$ cat config.mk
export PLATFORM = sky130hd
export DESIGN_NAME = sort_circuit
export DESIGN_NICKNAME = d
export VERILOG_FILES = /design/src/rtl/sort_circuit.sv
export SDC_FILE = /design/constraint.sdc
export NUM_CORES = 1
export LEC_CHECK = 0
export ABC_AREA = 1
export CAP_MARGIN = 20
export CELL_PAD_IN_SITES_DETAIL_PLACEMENT = 1
export CELL_PAD_IN_SITES_GLOBAL_PLACEMENT = 1
export CORE_AREA = 4 4 117 119
export DETAILED_ROUTE_END_ITERATION = 8
export DIE_AREA = 0 0 121 123
export PLACE_DENSITY = 0.85
export SYNTH_ARGS = -nofsm -noshare
export SYNTH_HDL_FRONTEND = slang
export SYNTH_SLANG_ARGS = --single-unit
$ cat constraint.sdc
create_clock -name clk -period 5.8 [get_ports clk]
set_input_delay 1.16 -clock clk [delete_from_list [all_inputs] [get_ports clk]]
set_output_delay 1.16 -clock clk [all_outputs]
set_load 0.05 [all_outputs]
$ cat src/rtl/sort_circuit.sv
// ---------------------------------------------------------------------------
// sort_circuit
//
// Sorts a block of words held in an external memory in place, ascending and
// unsigned, using a bubble sort. The memory is reached through five
// independent valid/ready channels. Only one bus transaction is ever in
// flight.
//
// Bubble sort loop structure:
//   passes p = 0 .. N-2
//   inner  j = 0 .. N-2-p
//   read A[j] and A[j+1], swap them if A[j] > A[j+1]
//
// Parameters
//   ADDR_WDTH  memory address width; the design sorts up to 2**ADDR_WDTH words
//   DATA_WDTH  width of one element (unsigned)
//   RESP_WDTH  width of r_resp / b_resp (0 = OKAY, anything else = error)
//
// Ports
//   clk, rst_n           clock, asynchronous active-low reset
//   arr_size             number of elements (addresses 0 .. arr_size-1)
//   start                level request; sampled in IDLE
//   done, err            operation finished / finished with an error
//   ar_*                 read address channel   (master -> memory)
//   r_*                  read data channel      (memory -> master)
//   aw_*, w_*            write address / data   (master -> memory)
//   b_*                  write response channel (memory -> master)
//   swich_case_default   sticky: the state register held an unused encoding
// ---------------------------------------------------------------------------
module sort_circuit #(
  parameter int ADDR_WDTH = 4,
  parameter int DATA_WDTH = 32,
  parameter int RESP_WDTH = 1
) (
  input  logic                 clk,
  input  logic                 rst_n,

  input  logic [ADDR_WDTH:0]   arr_size,
  input  logic                 start,
  output logic                 done,
  output logic                 err,

  output logic                 ar_valid,
  input  logic                 ar_ready,
  output logic [ADDR_WDTH-1:0] ar_address,

  input  logic                 r_valid,
  output logic                 r_ready,
  input  logic [DATA_WDTH-1:0] r_data,
  input  logic [RESP_WDTH-1:0] r_resp,

  output logic                 aw_valid,
  input  logic                 aw_ready,
  output logic [ADDR_WDTH-1:0] aw_address,

  output logic                 w_valid,
  input  logic                 w_ready,
  output logic [DATA_WDTH-1:0] w_data,

  input  logic                 b_valid,
  output logic                 b_ready,
  input  logic [RESP_WDTH-1:0] b_resp,

  output logic                 swich_case_default
);

  // Largest legal size is a full memory; anything at or below one element
  // is trivially sorted.
  localparam logic [ADDR_WDTH:0] MAX_SIZE = {1'b1, {ADDR_WDTH{1'b0}}};
  localparam logic [ADDR_WDTH:0] SIZE_ONE = {{ADDR_WDTH{1'b0}}, 1'b1};

  typedef enum logic [3:0] {
    IDLE      = 4'd0,
    RD_A_ADDR = 4'd1,
    RD_A_DATA = 4'd2,
    RD_B_ADDR = 4'd3,
    RD_B_DATA = 4'd4,
    COMPARE   = 4'd5,
    WR_A      = 4'd6,
    WR_A_RESP = 4'd7,
    WR_B      = 4'd8,
    WR_B_RESP = 4'd9,
    NEXT      = 4'd10,
    DONE      = 4'd11
  } state_t;

  state_t                 state_q,     state_d;
  logic [ADDR_WDTH:0]     size_q,      size_d;
  logic [ADDR_WDTH-1:0]   p_q,         p_d;
  logic [ADDR_WDTH-1:0]   j_q,         j_d;
  logic [DATA_WDTH-1:0]   a_q,         a_d;
  logic [DATA_WDTH-1:0]   b_q,         b_d;
  logic                   err_q,       err_d;
  logic                   aw_done_q,   aw_done_d;
  logic                   w_done_q,    w_done_d;
  logic                   bad_state_q, bad_state_d;

  logic                   aw_fire;
  logic                   w_fire;

  // Loop bookkeeping. j+p+2 == N marks the last compare of a pass, and
  // p+2 == N marks the final pass; both together mark the final compare of
  // the whole sort, after which the FSM goes straight to DONE so that done
  // rises one cycle after the last handshake.
  logic [ADDR_WDTH:0]     pair_end;
  logic [ADDR_WDTH:0]     pass_end;
  logic                   end_of_pass;
  logic                   last_pass;
  logic                   last_pair;
  logic [ADDR_WDTH-1:0]   j_plus1;

  assign pair_end    = {1'b0, j_q} + {1'b0, p_q} + (ADDR_WDTH+1)'(2);
  assign pass_end    = {1'b0, p_q} + (ADDR_WDTH+1)'(2);
  assign end_of_pass = (pair_end == size_q);
  assign last_pass   = (pass_end == size_q);
  assign last_pair   = end_of_pass && last_pass;
  assign j_plus1     = j_q + ADDR_WDTH'(1);

  assign err                = err_q;
  assign swich_case_default = bad_state_q;

  // State and datapath registers. Reset returns to IDLE with every counter,
  // flag and captured word cleared, abandoning any transaction in flight.
  always_ff @(posedge clk or negedge rst_n) begin
    if (!rst_n) begin
      state_q     <= IDLE;
      size_q      <= '0;
      p_q         <= '0;
      j_q         <= '0;
      a_q         <= '0;
      b_q         <= '0;
      err_q       <= 1'b0;
      aw_done_q   <= 1'b0;
      w_done_q    <= 1'b0;
      bad_state_q <= 1'b0;
    end else begin
      state_q     <= state_d;
      size_q      <= size_d;
      p_q         <= p_d;
      j_q         <= j_d;
      a_q         <= a_d;
      b_q         <= b_d;
      err_q       <= err_d;
      aw_done_q   <= aw_done_d;
      w_done_q    <= w_done_d;
      bad_state_q <= bad_state_d;
    end
  end

  // Next-state and output decode. Bus outputs are pure functions of the
  // registered state, so they are all zero in IDLE and therefore zero the
  // moment reset is asserted. Addresses and write data only change between
  // transactions, so they are stable while the matching valid is high.
  always_comb begin
    state_d     = state_q;
    size_d      = size_q;
    p_d         = p_q;
    j_d         = j_q;
    a_d         = a_q;
    b_d         = b_q;
    err_d       = err_q;
    aw_done_d   = aw_done_q;
    w_done_d    = w_done_q;
    bad_state_d = bad_state_q;

    done        = 1'b0;
    ar_valid    = 1'b0;
    ar_address  = '0;
    r_ready     = 1'b0;
    aw_valid    = 1'b0;
    aw_address  = '0;
    w_valid     = 1'b0;
    w_data      = '0;
    b_ready     = 1'b0;
    aw_fire     = 1'b0;
    w_fire      = 1'b0;

    case (state_q)
      IDLE: begin
        if (start) begin
          size_d    = arr_size;
          err_d     = 1'b0;
          p_d       = '0;
          j_d       = '0;
          aw_done_d = 1'b0;
          w_done_d  = 1'b0;
          if (arr_size > MAX_SIZE) begin
            err_d   = 1'b1;
            state_d = DONE;
          end else if (arr_size <= SIZE_ONE) begin
            state_d = DONE;
          end else begin
            state_d = RD_A_ADDR;
          end
        end
      end

      RD_A_ADDR: begin
        ar_valid   = 1'b1;
        ar_address = j_q;
        if (ar_ready) begin
          state_d = RD_A_DATA;
        end
      end

      RD_A_DATA: begin
        r_ready = 1'b1;
        if (r_valid) begin
          if (r_resp != '0) begin
            err_d   = 1'b1;
            state_d = DONE;
          end else begin
            a_d     = r_data;
            state_d = RD_B_ADDR;
          end
        end
      end

      RD_B_ADDR: begin
        ar_valid   = 1'b1;
        ar_address = j_plus1;
        if (ar_ready) begin
          state_d = RD_B_DATA;
        end
      end

      RD_B_DATA: begin
        r_ready = 1'b1;
        if (r_valid) begin
          if (r_resp != '0) begin
            err_d   = 1'b1;
            state_d = DONE;
          end else begin
            b_d     = r_data;
            state_d = COMPARE;
          end
        end
      end

      // Strictly greater-than so equal elements are never rewritten.
      COMPARE: begin
        if (a_q > b_q) begin
          state_d = WR_A;
        end else if (last_pair) begin
          state_d = DONE;
        end else begin
          state_d = NEXT;
        end
      end

      // Address and data go out together; each valid drops on its own
      // handshake and the state moves on once both have been accepted.
      WR_A: begin
        aw_valid   = !aw_done_q;
        w_valid    = !w_done_q;
        aw_address = j_q;
        w_data     = b_q;
        aw_fire    = aw_valid && aw_ready;
        w_fire     = w_valid && w_ready;
        if ((aw_done_q || aw_fire) && (w_done_q || w_fire)) begin
          aw_done_d = 1'b0;
          w_done_d  = 1'b0;
          state_d   = WR_A_RESP;
        end else begin
          aw_done_d = aw_done_q || aw_fire;
          w_done_d  = w_done_q || w_fire;
        end
      end

      WR_A_RESP: begin
        b_ready = 1'b1;
        if (b_valid) begin
          if (b_resp != '0) begin
            err_d   = 1'b1;
            state_d = DONE;
          end else begin
            state_d = WR_B;
          end
        end
      end

      WR_B: begin
        aw_valid   = !aw_done_q;
        w_valid    = !w_done_q;
        aw_address = j_plus1;
        w_data     = a_q;
        aw_fire    = aw_valid && aw_ready;
        w_fire     = w_valid && w_ready;
        if ((aw_done_q || aw_fire) && (w_done_q || w_fire)) begin
          aw_done_d = 1'b0;
          w_done_d  = 1'b0;
          state_d   = WR_B_RESP;
        end else begin
          aw_done_d = aw_done_q || aw_fire;
          w_done_d  = w_done_q || w_fire;
        end
      end

      WR_B_RESP: begin
        b_ready = 1'b1;
        if (b_valid) begin
          if (b_resp != '0) begin
            err_d   = 1'b1;
            state_d = DONE;
          end else if (last_pair) begin
            state_d = DONE;
          end else begin
            state_d = NEXT;
          end
        end
      end

      // Advance the loop indices. The final compare never reaches this
      // state, but the pass check keeps the loop bounded regardless.
      NEXT: begin
        if (end_of_pass) begin
          j_d = '0;
          p_d = p_q + ADDR_WDTH'(1);
          if (last_pass) begin
            state_d = DONE;
          end else begin
            state_d = RD_A_ADDR;
          end
        end else begin
          j_d     = j_plus1;
          state_d = RD_A_ADDR;
        end
      end

      // Hold the result until the requester drops start, so a level start
      // never triggers a second sort.
      DONE: begin
        done = 1'b1;
        if (!start) begin
          state_d = IDLE;
        end
      end

      default: begin
        bad_state_d = 1'b1;
        state_d     = IDLE;
      end
    endcase
  end

endmodule

; Word level (Yosys, flattened, before mapping)
; Index checks and enable logic that the tools add are counted.
[totals]
reg_bits = 85
in_bits = 47
output_inout_bits = 48
word_cells = 119
[classes]
n_addsub = 5
magnitude_cmp = 3
n_eq_ne = 28
mux = 47
n_bitwise = 1
n_reduce_logical = 25
[ops]
columns = op, n
row1 = $mux 4, 20
row2 = $pmux 32 s2, 1
row3 = $pmux 4 s12, 1
row4 = $gt 32x32->1, 1
row5 = $pmux 4 s2, 4
row6 = $ne 2x2->1 const B, 11
row7 = $mux 1, 17
row8 = $eq 4x3->1 const B, 4
row9 = $eq 4x4->1 const B, 4
row10 = $reduce_or 12->1, 1
row11 = $eq 5x5->1, 2
row12 = $reduce_and 10->1, 1
row13 = $reduce_and 3->1, 3
row14 = $add 4x1->4 const B, 2
row15 = $eq 4x2->1 const B, 2
row16 = $ne 2x1->1 const B, 4
row17 = $reduce_or 2->1, 4
row18 = $reduce_and 2->1, 3
row19 = $reduce_and 6->1, 1
row20 = $add 4x2->5 const B, 1
row21 = $add 4x4->5, 1
row22 = $add 5x2->5 const B, 1
row23 = $gt 5x5->1 const B, 1
row24 = $le 5x1->1 const B, 1
row25 = 11 further kinds, 18

; Logic depth before layout (Yosys ltp)
[depth]
ltp_word = 8
mapped_depth = 18
depth_no_buf = 18

; Worst setup path after synthesis
; No wires, ideal clock.
[synth_path]
path_type = reg-to-output
start = register state_q[3]
end = output w_data[14]
arrival_ns = 2.184
t_required_ns = 4.640
path_slack_ns = 2.456
path_stages_with_launch = 7
path_buffers = 1
path_cell_list = dfrtp_1 nor2_1 inv_2 nor2_4 inv_2 clkbuf_1 o21ai_0
[synth_between]
elab_chain_cells = 2
word_cells_on_any_way = 3
cone_classes = 2 x eq/ne / 1 x mux
[synth_lines]
columns = element, line_no
row1 = start: declaration, 87  ; state_t state_q, state_d;
row2 = start signal: assignment, 137  ; state_q <= state_d;
row3 = $eq 4x4->1 / $eq 4x3->1 (equally long branches), 178  ; case (state_q)
row4 = $pmux 32 s2 *, 178
row5 = end: declaration, 58  ; output logic [DATA_WDTH-1:0] w_data,
; Mark *: on every way between the ends. The rest lies on a longest branch, timed or not.

; Worst setup path after layout
[layout_path]
start = register state_q[0]
end = output w_data[0]
; Same word-level chain as after synthesis.

==> reports/results.ini <==
[run_status]
outcome=completed

[timing]
rsz0062_at_grt=no
finalCritPeriodShare=0.750
setup_tns_ps=0
max_freq_mhz=230
fin_skew_ps=7.50
layout_min_cycle_time_ps=4350
hold_viol_final=0
report.final.setup_viol=0
drv_slew=0
relSlewSlack=0.541
worst_slew_pin_slew_ps=688
whs_ps=473

[setup_path]
cp_cell_sequence=nor2_2 > inv_2 > nor2_4 > buf_4 > inv_1 > o21ai_0 > clkdlybuf4s50_1
cp_max_fo=20
worstPathArrival_ps=3190
startpoint_type=flop
r2r_setup_slack_ps=2970
cp-end-kind=primary output
critPathSlowestCell=clkdlybuf4s50_1
critPathRequiredTime_ps=4640
path_class=flop to primary output
slowest_delay_ps=880

[logic_synthesis]
ys_seq_area_frac=0.408
synthFlopType=dfrtp_1
synth.cell_area_sq_um=5210
synth_area_per_cell_sq_um=7.64
synthesis.nets=772
synth_cells=682
yosys_register_bits=85
synth-edff-count=0
ys_types=34
ys_warn_count=0
async_reset_ff_frac=1.00

[global_routing]
grt_max_degree=65
grt_pass1_vias=5441
grt_overflow=0
track_usage=0.217
antenna_found_initial=0
grt_pass1_wl_mm=26.0

[cells_and_area]
fin_nets=863
areaGrowthSynthToFinish_pct=26.6
layout_commonest_cell=nand2_1
antenna_cells=0
final_cell_mix=nand2_1, inv_1, clkdlybuf4s50_1, o21ai_0, dfrtp_1
final_area_sq_um=6600
drive_gt1_frac=0.0696

[floorplanning]
rows=41
die_w_um=121
dieArea_sq_um=14900
die_h_um=123
coreArea_sq_um=12600
ios=95
initial_core_util=0.415

[placed_design]
dp.final_hpwl_mm=11.4
portBuffers=94
placed_area_sq_um=6330
gp_congestion=0.850

[clocking]
cts_max_path_buffers=2
h-tree-depth=3
cts_resized=0
hold_buffers=0
root_buffer=clkbuf_16
worstSkewPairLatency_ps=340
cts_tree=done
postCtsSetupBuffers=0
clk_pin_slew_ps=60
cts_made_buffers=9
clock-sinks=85

[power]
powerDensity_nw_per_um2=517
leakagePower_nw=3.17
ir_drop_mv=0.175

[detailed_routing]
routed_via_density=5.14
final_antenna_net_count=0
wl_per_cell_um=16.1
drt_iter0_drc=226
wirelength_mm=15.3
drcViolationCount=0
num_vias=4876
dr.pass1.iters=4

[hold_path]
hold_class=flop to flop

[job]
maxCapViolCount=0

-- logic make-up after synthesis --
kind of cell | count (synthesis) | share of synthesized area
AO/OA/AOI/OAI | 151 | 0.156
XOR/XNOR | 15 | 0.0252
adder cells (fa/ha/maj) | 43 | 0.105
buffers and inverters | 130 | 0.0941
flip-flops | 85 | 0.408
AND/OR/NAND/NOR | 258 | 0.212
-- flip-flops by register name, summed over array words and instances (netlist names) --
signal	count
b_q	32
w_done_q	1
state_q	4
a_q	32
err	1
j_q	4
aw_done_q	1
p_q	4
swich_case_default	1
size_q	5
-- routing by layer --
metal	GRT usage	share of wire
met5	0	0
met4	0.0921	0.029
met3	0.0288	0.029
met2	0.392	0.51
met1	0.260	0.43
-- synth_stat cells (all sizes together) (2+ instances only) --
cell / n / area share
dfrtp: 85 / 0.41
nand4: 2 / 0.0024
clkbuf: 16 / 0.012
nand2: 193 / 0.14
a21oi: 19 / 0.020
buf: 2 / 0.0014
nor3: 2 / 0.0029
xor2: 6 / 0.010
o22ai: 9 / 0.011
ha: 42 / 0.10
nor2: 43 / 0.045
o31ai: 5 / 0.0091
xnor2: 9 / 0.015
a21o: 2 / 0.0029
inv: 112 / 0.081
o21ai: 113 / 0.11
nand3: 17 / 0.017
-- through the flow --
| stage | setup WS [ps] | std cells | util | power [mW] |
|---|---|---|---|---|
| after global placement | 1940 | 934 | 0.504 | 2.74 |
| final | 1450 | 948 | 0.525 | 3.41 |
| after global routing | 1360 | 948 | 0.525 | 3.72 |
| after CTS | 1460 | 948 | 0.525 | 3.45 |
| after floorplan | 2460 | 682 | - | 2.30 |
| after detailed placement | 1830 | 934 | 0.504 | 2.87 |
-- power breakdown --
part | internal (mW) | switching (mW) | leakage (nW) | total (mW)
logic | 0.666 | 1.16 | 1.95 | 1.83
registers | 0.836 | 0.209 | 1.09 | 1.05
clock network | 0.309 | 0.230 | 0.128 | 0.539
total | 1.81 | 1.60 | 3.17 | 3.41
-- critical path: cells and delay by family (launching register included) --
| family | cells | cell delay (ps) |
|---|---|---|
| buffers and inverters | 4 | 1500 |
| AND/OR/NAND/NOR | 2 | 520 |
| flip-flops | 1 | 440 |
| AO/OA/AOI/OAI | 1 | 370 |
-- path summary, 6_finish.rpt --
| path | startpoint | to | cells past startpoint |
|---|---|---|---|
| setup / recovery | state_q[0] | w_data[0] | 7 |
| hold / removal | swich_case_default | swich_case_default | 2 |
| setup reg to reg | p_q[1] | state_q[3] | 18 |
| hold reg to reg | swich_case_default | swich_case_default | 2 |
| max in group asynchronous | rst_n | p_q[3] | 2 |
| min in group asynchronous | rst_n | aw_done_q | 1 |
-- area by class of cell --
class	instances	area (sq um)
repair buffers	98	968
multi-input cells	467	2600
clock buffers	13	260
well taps	172	215
inverters	112	423
fillers	1567	5970
flip-flops and latches	85	2130
clock inverters	1	7.51
Power figures use the tool's default switching activity.
